--- config.mk ---
export PLATFORM = sky130hd
export DESIGN_NAME = mem_arbiter_flat
export DESIGN_NICKNAME = d
export VERILOG_FILES = /design/src/rtl/mem_arbiter_if.sv /design/src/rtl/mem_arbiter.sv /design/src/flat_wrapper.sv
export SDC_FILE = /design/constraint.sdc
export NUM_CORES = 1
export LEC_CHECK = 0
export CAP_MARGIN = 25
export CORE_AREA = 2 2 136 138
export DETAILED_ROUTE_END_ITERATION = 10
export DIE_AREA = 0 0 138 140
export PLACE_DENSITY = 0.86
export SLEW_MARGIN = 40
export SYNTH_ARGS = -nofsm -noshare
export SYNTH_HDL_FRONTEND = slang
export SYNTH_SLANG_ARGS = --single-unit
--- constraint.sdc ---
create_clock -name clk -period 5.35 [get_ports clk]
set_input_delay 1.07 -clock clk [delete_from_list [all_inputs] [get_ports clk]]
set_output_delay 1.07 -clock clk [all_outputs]
set_load 0.1 [all_outputs]
--- src/rtl/mem_arbiter_if.sv ---
// rtl/mem_arbiter_if.sv - fetch, load/store and RAM signals around the memory arbiter
interface mem_arbiter_if;
  // instruction fetch port
  logic        if_req;
  logic [31:0] if_addr;
  logic        if_done;
  logic [31:0] if_inst;
  // load/store port
  logic        ls_req;
  logic        ls_we;
  logic [1:0]  ls_size;
  logic [31:0] ls_addr;
  logic [31:0] ls_wdata;
  logic        ls_done;
  logic [31:0] ls_rdata;
  // byte-wide RAM pins
  logic [7:0]  ram_din;
  logic [7:0]  ram_dout;
  logic [31:0] ram_a;
  logic        ram_wr;

  // arbiter side
  modport slave (
    input  if_req, if_addr, ls_req, ls_we, ls_size, ls_addr, ls_wdata, ram_din,
    output if_done, if_inst, ls_done, ls_rdata, ram_dout, ram_a, ram_wr
  );

  // requester / RAM side
  modport master (
    output if_req, if_addr, ls_req, ls_we, ls_size, ls_addr, ls_wdata, ram_din,
    input  if_done, if_inst, ls_done, ls_rdata, ram_dout, ram_a, ram_wr
  );
endinterface

--- src/rtl/mem_arbiter.sv ---
// rtl/mem_arbiter.sv - byte-serial RAM arbiter for instruction fetch and load/store
module mem_arbiter (
  input  logic         clk,
  input  logic         rst,
  input  logic         rdy,
  input  logic         jump_or_not,
  mem_arbiter_if.slave bus
);

  typedef enum logic [1:0] {IDLE, IF_RD, LS_RD, LS_WR} state_t;

  state_t      state_q, state_d;
  logic [2:0]  issued_q, issued_d;
  logic [2:0]  recv_q, recv_d;
  logic [2:0]  len_q, len_d;
  logic [31:0] base_q, base_d;
  logic [31:0] wdata_q, wdata_d;
  logic [31:0] data_q, data_d;
  logic [31:0] ram_a_q, ram_a_d;
  logic [7:0]  ram_dout_q, ram_dout_d;
  logic        ram_wr_q, ram_wr_d;
  logic        if_done_q, if_done_d;
  logic        ls_done_q, ls_done_d;
  logic [31:0] if_inst_q, if_inst_d;
  logic [31:0] ls_rdata_q, ls_rdata_d;
  logic [31:0] next_addr;

  // byte address of the next beat; 32-bit add wraps past 0xFFFFFFFF
  assign next_addr = base_q + {29'd0, issued_q};

  // next-state and datapath for grant, byte-serial read and write sequencing
  always_comb begin
    state_d    = state_q;
    issued_d   = issued_q;
    recv_d     = recv_q;
    len_d      = len_q;
    base_d     = base_q;
    wdata_d    = wdata_q;
    data_d     = data_q;
    ram_a_d    = ram_a_q;
    ram_dout_d = ram_dout_q;
    ram_wr_d   = ram_wr_q;
    if_done_d  = 1'b0;
    ls_done_d  = 1'b0;
    if_inst_d  = if_inst_q;
    ls_rdata_d = ls_rdata_q;

    case (state_q)
      IDLE: begin
        // a done cycle is a turnaround: the finished requester is still dropping req
        if (!(if_done_q || ls_done_q)) begin
          if (bus.ls_req) begin
            state_d  = bus.ls_we ? LS_WR : LS_RD;
            base_d   = bus.ls_addr;
            wdata_d  = bus.ls_wdata;
            len_d    = (bus.ls_size == 2'd0) ? 3'd1 : (bus.ls_size == 2'd1) ? 3'd2 : 3'd4;
            issued_d = 3'd0;
            recv_d   = 3'd0;
            data_d   = 32'd0;
          end else if (bus.if_req && !jump_or_not) begin
            state_d  = IF_RD;
            base_d   = bus.if_addr;
            len_d    = 3'd4;
            issued_d = 3'd0;
            recv_d   = 3'd0;
            data_d   = 32'd0;
          end
        end
      end

      IF_RD, LS_RD: begin
        if (state_q == IF_RD && jump_or_not) begin
          // flushed fetch: drop it silently, if_inst keeps the last good word
          state_d  = IDLE;
          ram_a_d  = 32'd0;
          issued_d = 3'd0;
          recv_d   = 3'd0;
        end else begin
          if (issued_q < len_q) begin
            ram_a_d  = next_addr;
            issued_d = issued_q + 3'd1;
          end
          // ram_din answers the address driven one cycle earlier
          if (issued_q != 3'd0) begin
            data_d[{recv_q[1:0], 3'b000} +: 8] = bus.ram_din;
            recv_d = recv_q + 3'd1;
            if (recv_d == len_q) begin
              if (state_q == IF_RD) begin
                if_done_d = 1'b1;
                if_inst_d = data_d;
              end else begin
                ls_done_d  = 1'b1;
                ls_rdata_d = data_d;
              end
              state_d  = IDLE;
              ram_a_d  = 32'd0;
              issued_d = 3'd0;
              recv_d   = 3'd0;
            end
          end
        end
      end

      LS_WR: begin
        if (issued_q < len_q) begin
          ram_a_d    = next_addr;
          ram_dout_d = wdata_q[{issued_q[1:0], 3'b000} +: 8];
          ram_wr_d   = 1'b1;
          issued_d   = issued_q + 3'd1;
        end else begin
          ram_wr_d   = 1'b0;
          ram_dout_d = 8'd0;
          ls_done_d  = 1'b1;
          state_d    = IDLE;
          issued_d   = 3'd0;
        end
      end

      default: state_d = IDLE;
    endcase
  end

  // state register: reset wins, rdy low freezes everything
  always_ff @(posedge clk) begin
    if (rst) begin
      state_q    <= IDLE;
      issued_q   <= 3'd0;
      recv_q     <= 3'd0;
      len_q      <= 3'd0;
      base_q     <= 32'd0;
      wdata_q    <= 32'd0;
      data_q     <= 32'd0;
      ram_a_q    <= 32'd0;
      ram_dout_q <= 8'd0;
      ram_wr_q   <= 1'b0;
      if_done_q  <= 1'b0;
      ls_done_q  <= 1'b0;
      if_inst_q  <= 32'd0;
      ls_rdata_q <= 32'd0;
    end else if (rdy) begin
      state_q    <= state_d;
      issued_q   <= issued_d;
      recv_q     <= recv_d;
      len_q      <= len_d;
      base_q     <= base_d;
      wdata_q    <= wdata_d;
      data_q     <= data_d;
      ram_a_q    <= ram_a_d;
      ram_dout_q <= ram_dout_d;
      ram_wr_q   <= ram_wr_d;
      if_done_q  <= if_done_d;
      ls_done_q  <= ls_done_d;
      if_inst_q  <= if_inst_d;
      ls_rdata_q <= ls_rdata_d;
    end
  end

  assign bus.ram_a    = ram_a_q;
  assign bus.ram_dout = ram_dout_q;
  assign bus.ram_wr   = ram_wr_q;
  assign bus.if_done  = if_done_q;
  assign bus.if_inst  = if_inst_q;
  assign bus.ls_done  = ls_done_q;
  assign bus.ls_rdata = ls_rdata_q;

endmodule

--- src/flat_wrapper.sv ---
// flat-port wrapper written by rule: the top's interface ports become plain ports
module mem_arbiter_flat 
  (clk, rst, rdy, jump_or_not, bus_if_req, bus_if_addr, bus_ls_req, bus_ls_we, bus_ls_size, bus_ls_addr, bus_ls_wdata, bus_ram_din, bus_if_done, bus_if_inst, bus_ls_done, bus_ls_rdata, bus_ram_dout, bus_ram_a, bus_ram_wr);
  mem_arbiter_if bus_i ();
  input  logic clk;
  input  logic rst;
  input  logic rdy;
  input  logic jump_or_not;
  input wire logic [$bits(bus_i.if_req)-1:0] bus_if_req;
  input wire logic [$bits(bus_i.if_addr)-1:0] bus_if_addr;
  input wire logic [$bits(bus_i.ls_req)-1:0] bus_ls_req;
  input wire logic [$bits(bus_i.ls_we)-1:0] bus_ls_we;
  input wire logic [$bits(bus_i.ls_size)-1:0] bus_ls_size;
  input wire logic [$bits(bus_i.ls_addr)-1:0] bus_ls_addr;
  input wire logic [$bits(bus_i.ls_wdata)-1:0] bus_ls_wdata;
  input wire logic [$bits(bus_i.ram_din)-1:0] bus_ram_din;
  output wire logic [$bits(bus_i.if_done)-1:0] bus_if_done;
  output wire logic [$bits(bus_i.if_inst)-1:0] bus_if_inst;
  output wire logic [$bits(bus_i.ls_done)-1:0] bus_ls_done;
  output wire logic [$bits(bus_i.ls_rdata)-1:0] bus_ls_rdata;
  output wire logic [$bits(bus_i.ram_dout)-1:0] bus_ram_dout;
  output wire logic [$bits(bus_i.ram_a)-1:0] bus_ram_a;
  output wire logic [$bits(bus_i.ram_wr)-1:0] bus_ram_wr;
  assign bus_i.if_req = bus_if_req;
  assign bus_i.if_addr = bus_if_addr;
  assign bus_i.ls_req = bus_ls_req;
  assign bus_i.ls_we = bus_ls_we;
  assign bus_i.ls_size = bus_ls_size;
  assign bus_i.ls_addr = bus_ls_addr;
  assign bus_i.ls_wdata = bus_ls_wdata;
  assign bus_i.ram_din = bus_ram_din;
  assign bus_if_done = bus_i.if_done;
  assign bus_if_inst = bus_i.if_inst;
  assign bus_ls_done = bus_i.ls_done;
  assign bus_ls_rdata = bus_i.ls_rdata;
  assign bus_ram_dout = bus_i.ram_dout;
  assign bus_ram_a = bus_i.ram_a;
  assign bus_ram_wr = bus_i.ram_wr;
  mem_arbiter u_core (.clk(clk), .rst(rst), .rdy(rdy), .jump_or_not(jump_or_not), .bus(bus_i));
endmodule
==> Yosys cells after proc, flatten, opt, wreduce, memory -nomap -nowiden <==
Index checks and enable logic that the tools add are counted.
{ "totals": {"ff_bits": 214, "inputBits": 113, "output_inout_bits": 107, "elab_cells": 111} }
{ "op_classes": {"addsub": 4, "magnitude_cmp": 1, "n_eq_ne": 12, "n_shift": 3, "n_mux": 53, "n_bitwise": 3, "n_reduce_logical": 21} }
{ "op_table": {"columns": ["op", "n"], "rows": [
  ["$mux W32", 11],
  ["$pmux W32 S2", 2],
  ["$mux W3", 15],
  ["$add A32 B3 Y32", 1],
  ["$bwmux W32", 1],
  ["$shift A8 B7 Y32 const A", 1],
  ["$shiftx A32 B6 Y8", 1],
  ["$shiftx A8 B7 Y32", 1],
  ["$reduce_and A6 Y1", 4],
  ["$mux W2", 7],
  ["$mux W1", 12],
  ["$pmux W3 S3", 1],
  ["$mux W8", 1],
  ["$reduce_and A4 Y1", 2],
  ["$neg A5 Y7", 1],
  ["$add A3 B1 Y3 const B", 2],
  ["$ne A2 B2 Y1 const B", 3],
  ["$ne A3 B1 Y1 const B", 2],
  ["$pmux W2 S3", 1],
  ["$pmux W3 S2", 1],
  ["$reduce_bool A2 Y1", 3],
  ["$reduce_and A5 Y1", 1],
  ["$eq A2 B1 Y1 const B", 2],
  ["$eq A2 B2 Y1 const B", 2],
  ["14 further kinds", 19]
]} }

==> Logic depth before layout (Yosys ltp) <==
{ "depth": {"word_depth": 6, "mapped_depth": 10, "mapped_depth_nobuf": 8} }

==> Worst setup path after synthesis <==
No wires, ideal clock.
{ "synth_timing": {"path_type": "reg-to-reg", "from": "register u_core.issued_q[0]", "to": "register u_core.ls_rdata_q[2] (netlist: u_core.bus.ls_rdata[2])", "setup_time_ns": 0.081, "t_arrival_ns": 2.656, "t_required_ns": 5.269, "setup_slack_ns": 2.613, "stages_incl_launch_ff": 11, "path_buffers": 3, "synth_period_minus_slack_ns": 2.737, "path_cell_list": "dfxtp_1 > clkbuf_1 > inv_1 > ha_1 > nor2b_1 > or4_4 > nor4b_2 > buf_4 > buf_6 > nor2_1 > a211oi_2"} }
{ "synth_via": {"elab_chain_cells": 2} }
{ "synth_rtl": {"columns": ["element", "line", "source"], "rows": [
  ["start, declared", "mem_arbiter.sv:13", "logic [2:0] issued_q, issued_d;"],
  ["start signal, assigned", "mem_arbiter.sv:142", "issued_q <= issued_d;"],
  ["$reduce_bool A3 Y1", "mem_arbiter.sv:84", "if (issued_q != 3'd0) begin"],
  ["$reduce_and A6 Y1 (no line)", null, null],
  ["end signal, assigned", "mem_arbiter.sv:154", "ls_rdata_q <= ls_rdata_d;"],
  ["end, declared", "mem_arbiter.sv:25", "logic [31:0] ls_rdata_q, ls_rdata_d;"]
]} }
Every way passes these cells.
A chain may end at the register's enable or synchronous reset.

==> Worst setup path in the final report <==
{ "layout_timing": {"from": "register u_core.recv_q[0]", "to": "register u_core.ls_rdata_q[7] (netlist: u_core.bus.ls_rdata[7])"} }
{ "layout_via": {"elab_chain_cells": 3, "word_cells_on_any_way": 7, "classes_between": "add/sub: 2; eq/ne: 1; shift: 2; mux: 1; reduce/logical: 1"} }
{ "layout_rtl": {"columns": ["element", "line", "source"], "rows": [
  ["start, declared", "mem_arbiter.sv:14", "logic [2:0] recv_q, recv_d;"],
  ["start signal, assigned", "mem_arbiter.sv:143", "recv_q <= recv_d;"],
  ["$neg A5 Y7 or $add A3 B1 Y3 (tied branches)", "mem_arbiter.sv:85, mem_arbiter.sv:86", null],
  ["$shiftx A8 B7 Y32 (tied with other cells)", "mem_arbiter.sv:85", "data_d[{recv_q[1:0], 3'b000} +: 8] = bus.ram_din;"],
  ["$bwmux W32 or $reduce_and A6 Y1 (tied branches)", null, null]
]} }
Several ways; a longest one is shown, not always the timed one.

==> summary by stage <==
Run status
The run finished with clean final reports.

Place
The final weighted congestion in routability-driven placement is 0.842. Once placement finished, the instance area stood at 11400 um2. The count of buffers from port buffering is 219. Summed over all nets, the half-perimeter wirelength after detailed placement is 16.6 mm. The number of placed cells counting well taps is 1479.

Clock tree
After clock tree synthesis, the repair step resized 0 gates. The insertion delay to the later sink of the worst-skew pair is 0.50 ns. The number of sinks on the clock net is 214. The number of setup buffers added after CTS is 0.

The number of hold-repair buffers added at the cts stage is 0. Clock tree synthesis selected as its root buffer the cell sky130_fd_sc_hd__clkbuf_16. The clock-pin transition on the worst setup and hold timing paths is 0.06 ns.

The deepest level of the CTS H-tree is 1. The TritonCTS buffer count is 23. The clock tree from TritonCTS is yes. The number of buffers on the longest clock path is 3.

Yosys
In the synthesized netlist, mux cells make up 5.48% of the area. The part of the Yosys area used for sequential elements is 44.3%. For this run, the leading register cell type out of synthesis is sky130_fd_sc_hd__dfxtp_1. In this run, synthesis produced a sequential element count of 214.

The share of the synthesized area in compound gates (AO/OA/AOI/OAI) is 20.6%. The average size of a mapped cell is 8.81 um2. Summing the areas of all and, or, nand and nor instances in the mapped netlist gives 19.4% of the synthesized area. When the netlist entered floorplanning its net count stood at 1230.

Of the total synthesized cell area, the portion taken by XOR and XNOR cells is 2.87%. Counting flops with an async set or reset pin after synthesis yields a share of 0%. In this run, synthesis inferred 0 flip-flops with an integrated enable. The count of distinct cell types in the synthesized netlist is 53.

During synthesis, Yosys emitted a total of 0 warnings. Summing the areas of all fa, ha and maj instances in the mapped netlist gives 2.40% of the synthesized area. The mapped netlist covers 9680 um2. The combinational family with the most area after synthesis is compound AO/OA/AOI/OAI gates.

The gate count of the mapped netlist is 1099.

Timing
The final worst-path cycle share is 62.2%. The total negative setup slack is 0 ns. The transition at the pin with the smallest max-transition slack is 0.783 ns. The final count of hold timing violations is 0.

The final setup violation count is 0. The clock arrives with 0.00674 ns of skew. Setup repair after global routing left no endpoint under its margin. Measured against its own limit, the worst slew margin works out to 47.8%. The final count of pins violating max slew is 0. The minimum clock period after layout is 3.33 ns.

The fmax is 301 MHz.

Final layout
After the last flow step, the layout net total stands at 1407. Leaving out fill and tap cells, the most frequent cell in the layout is sky130_fd_sc_hd__dfxtp_1. The post-route netlist has 16.6% of its cells at a drive strength greater than 1. After routing the design area is 12200 um2. The library cells used most frequently in the layout, excluding fill and tap cells, are 213 x sky130_fd_sc_hd__dfxtp_1, 132 x sky130_fd_sc_hd__nand2_1, 118 x sky130_fd_sc_hd__a21oi_1, 118 x sky130_fd_sc_hd__nor2_1, 110 x sky130_fd_sc_hd__clkdlybuf4s50_1.

The number of fillers in the final layout is 1427. Compared with the post-synthesis result, the final layout area differs by 26.1%. The antenna diode instance count is 0. Leaving out filler cells and counting taps, the final layout contains 1521.

Routing
Before antenna repair, the detailed router went through 5 iterations. In the final routed layout, each cell accounts on average for 16.0 um. Summed over all layers, the routed wires come to 24.3 mm.

The initial detailed-routing violation count is 642. Using the TritonRoute via totals, the vias-per-cell ratio works out to 5.70. In this run the remaining antenna-violating nets after routing total 0. After detailed routing, the number of remaining DRC violations is 0. Summing over every cut layer, the via total after detailed routing is 8672.

Worst setup path
The setup slack on the worst flop-to-flop path is 2.02 ns. The worst path buffer plus inverter count is 1. The worst register-to-register path ends at u_core.bus.ls_rdata[7]. In this run the worst setup path terminates at u_core.bus.ls_rdata[7]. The kind of start point of the critical path is a flip-flop. The type of destination of the critical path is a flip-flop. In this run the critical register-to-register path is launched from u_core.recv_q[0].

The kind of critical path is reg -> reg. Among all stages on the critical path, the largest delay is contributed by sky130_fd_sc_hd__buf_4. The beginning of the critical path is u_core.recv_q[0]. At the worst endpoint, the arrival time is 3.74 ns. The critical path depth in cells is 7. The cell family contributing the most delay on the critical path is simple AND/OR/NAND/NOR gates. Traced cell by cell, the critical path runs through ha_1 -> xor3_1 -> or4_4 -> nor4b_4 -> buf_4 -> nor2_1 -> a211oi_2.

Along the worst path, the maximum fanout reaches 64. The count of cells along the worst register-to-register path is 7. The delay of the slowest critical-path stage is 0.62 ns. For the worst setup path, the data required time is 5.77 ns.

Power
The analysis attributes to cell leakage a power of 0.00446 uW. For this design the ratio of total power to cell area is 319 nW/um2. The worst-case IR drop observed on VDD is 0.221 mV.

Job
Max-cap violations in this run came to 0.

GRT
The number of antenna violations at the first check in global routing is 0. The combined global-route utilization of all metal layers is 24.0%. The number of global-route vias before repair came to 8067. The global-route congestion overflow total is 0.

The pin count of the biggest net entering global routing is 110. The first-pass GRT wire length is 39.6 mm.

Die
The region available for standard cell placement spans 17800 um2. After floorplanning, the core was divided into 49 placement rows. The area of the die is 19300 um2. The floorplan die width is 138 um. The vertical die dimension is 140 um.

Pin placement for this block handled 220 I/O pins. The starting utilization of the core area is 54.4%.

Min path
The cell depth of the worst min-delay path is 2. The worst hold path belongs to the class reg -> reg. In this run the most critical hold path is launched from u_core.data_q[15].
[report_power, final]
| part | switching, uW | total [uW] | internal, uW |
|---|---|---|---|
| clock network | 632 | 1570 | 941 |
| registers | 59.9 | 1720 | 1660 |
| logic | 380 | 607 | 227 |
[sequential cells by signal, summed over array words and instances, names as in the netlist]
signal,flops
u_core.base_q,32
u_core.bus.if_inst,32
u_core.bus.ls_rdata,32
u_core.bus.ram_a,32
u_core.data_q,32
u_core.wdata_q,32
u_core.bus.ram_dout,8
u_core.issued_q,3
u_core.len_q,3
u_core.recv_q,3
u_core.state_q,2
u_core.bus.if_done,1
u_core.bus.ls_done,1
u_core.bus.ram_wr,1
[layout make-up]
class                      instances  area, um2  share of cell area, %
sequential                       214       4290                   35.1
inverter                          32        120                  0.984
clock buffer                      35        691                   5.66
multi-input combinational        773       4990                   40.9
tap                              229        287                   2.35
timing repair buffer             232       1760                   14.4
clock inverter                     6       71.3                  0.584
[synthesized netlist by cell type, types with 2 or more instances]
cell	number	area [um2]
sky130_fd_sc_hd__a211oi_1	76	571
sky130_fd_sc_hd__a211oi_2	33	413
sky130_fd_sc_hd__a21o_1	3	22.5
sky130_fd_sc_hd__a21oi_1	119	596
sky130_fd_sc_hd__a221o_1	2	20.0
sky130_fd_sc_hd__a22oi_1	2	15.0
sky130_fd_sc_hd__and2_1	2	12.5
sky130_fd_sc_hd__and3_1	4	25.0
sky130_fd_sc_hd__and4_1	5	43.8
sky130_fd_sc_hd__buf_2	6	30.0
sky130_fd_sc_hd__buf_4	5	37.5
sky130_fd_sc_hd__buf_6	5	56.3
sky130_fd_sc_hd__clkbuf_1	63	236
sky130_fd_sc_hd__dfxtp_1	214	4280
sky130_fd_sc_hd__ha_1	17	213
sky130_fd_sc_hd__inv_1	31	116
sky130_fd_sc_hd__mux2i_1	35	350
sky130_fd_sc_hd__mux4_2	8	180
sky130_fd_sc_hd__nand2_1	132	495
sky130_fd_sc_hd__nand2b_1	5	31.3
sky130_fd_sc_hd__nand3_1	22	110
sky130_fd_sc_hd__nand3b_1	33	248
sky130_fd_sc_hd__nand4_1	4	25.0
sky130_fd_sc_hd__nor2_1	119	447
sky130_fd_sc_hd__nor2b_1	35	219
sky130_fd_sc_hd__nor3_1	17	85.1
sky130_fd_sc_hd__nor3b_1	3	22.5
sky130_fd_sc_hd__nor4_1	11	68.8
sky130_fd_sc_hd__o2111ai_1	2	17.5
sky130_fd_sc_hd__o211ai_1	5	37.5
sky130_fd_sc_hd__o21a_1	3	22.5
sky130_fd_sc_hd__o21ai_0	10	50.1
sky130_fd_sc_hd__o21ai_2	2	17.5
sky130_fd_sc_hd__o22ai_1	16	100
sky130_fd_sc_hd__o311ai_0	3	26.3
sky130_fd_sc_hd__o41ai_1	3	26.3
sky130_fd_sc_hd__xnor2_1	25	219
sky130_fd_sc_hd__xor2_1	4	35.0
[cell families (layout without fill, tap and decap cells)]
kind of cell             Yosys count  after routing
AND/OR/NAND/NOR                  396            396
AO/OA/AOI/OAI                    286            286
flip-flops                       214            214
buffers and inverters            112            305
multiplexers                      43             43
XOR/XNOR                          30             30
adder cells (fa/ha/maj)           18             18
[metal layers]
layer  GRT usage (%)  wire length (um)  vias to the layer above
met4            8.65               881                        0
li1                -                 -                     4232
met1            31.2             10300                     4096
met5               0                 0                        -
met2            40.8             11800                      281
met3            3.86              1340                       63
[how the worst min path moves through the flow]
| stage | endpoint | slack [ns] |
|---|---|---|
| 2_1_floorplan | u_core.data_q[0] | 0.43 |
| 3_3_place_gp | u_core.data_q[11] | 0.43 |
| 3_5_place_dp | u_core.data_q[10] | 0.44 |
| 4_1_cts | u_core.data_q[10] | 0.45 |
| 5_1_grt | u_core.data_q[29] | 0.47 |
| 6_report | u_core.data_q[15] | 0.45 |
[stage by stage]
| stage | hold slack (ns) | util [%] | worst slack (ns) | total power (uW) |
|---|---|---|---|---|
| final | 0.447 | 68.7 | 2.02 | 3900 |
| after global routing | 0.467 | 68.7 | 1.75 | 4050 |
| after CTS | 0.447 | 68.5 | 2.01 | 3910 |
| after global placement | 0.432 | 67.1 | 1.80 | 2330 |
| after detailed placement | 0.439 | 64.2 | 1.60 | 2340 |
| after floorplan | 0.427 | - | 2.61 | 2130 |
[worst register-to-register path, delay by kind of cell (launching register included)]
| family | cells | cell delay [ns] |
|---|---|---|
| AO/OA/AOI/OAI | 1 | 0.22 |
| buffers and inverters | 1 | 0.62 |
| XOR/XNOR | 1 | 0.36 |
| adder cells (fa/ha/maj) | 1 | 0.50 |
| flip-flops | 1 | 0.52 |
| AND/OR/NAND/NOR | 3 | 1.02 |
No activity file was read; power rests on OpenSTA's default activity.
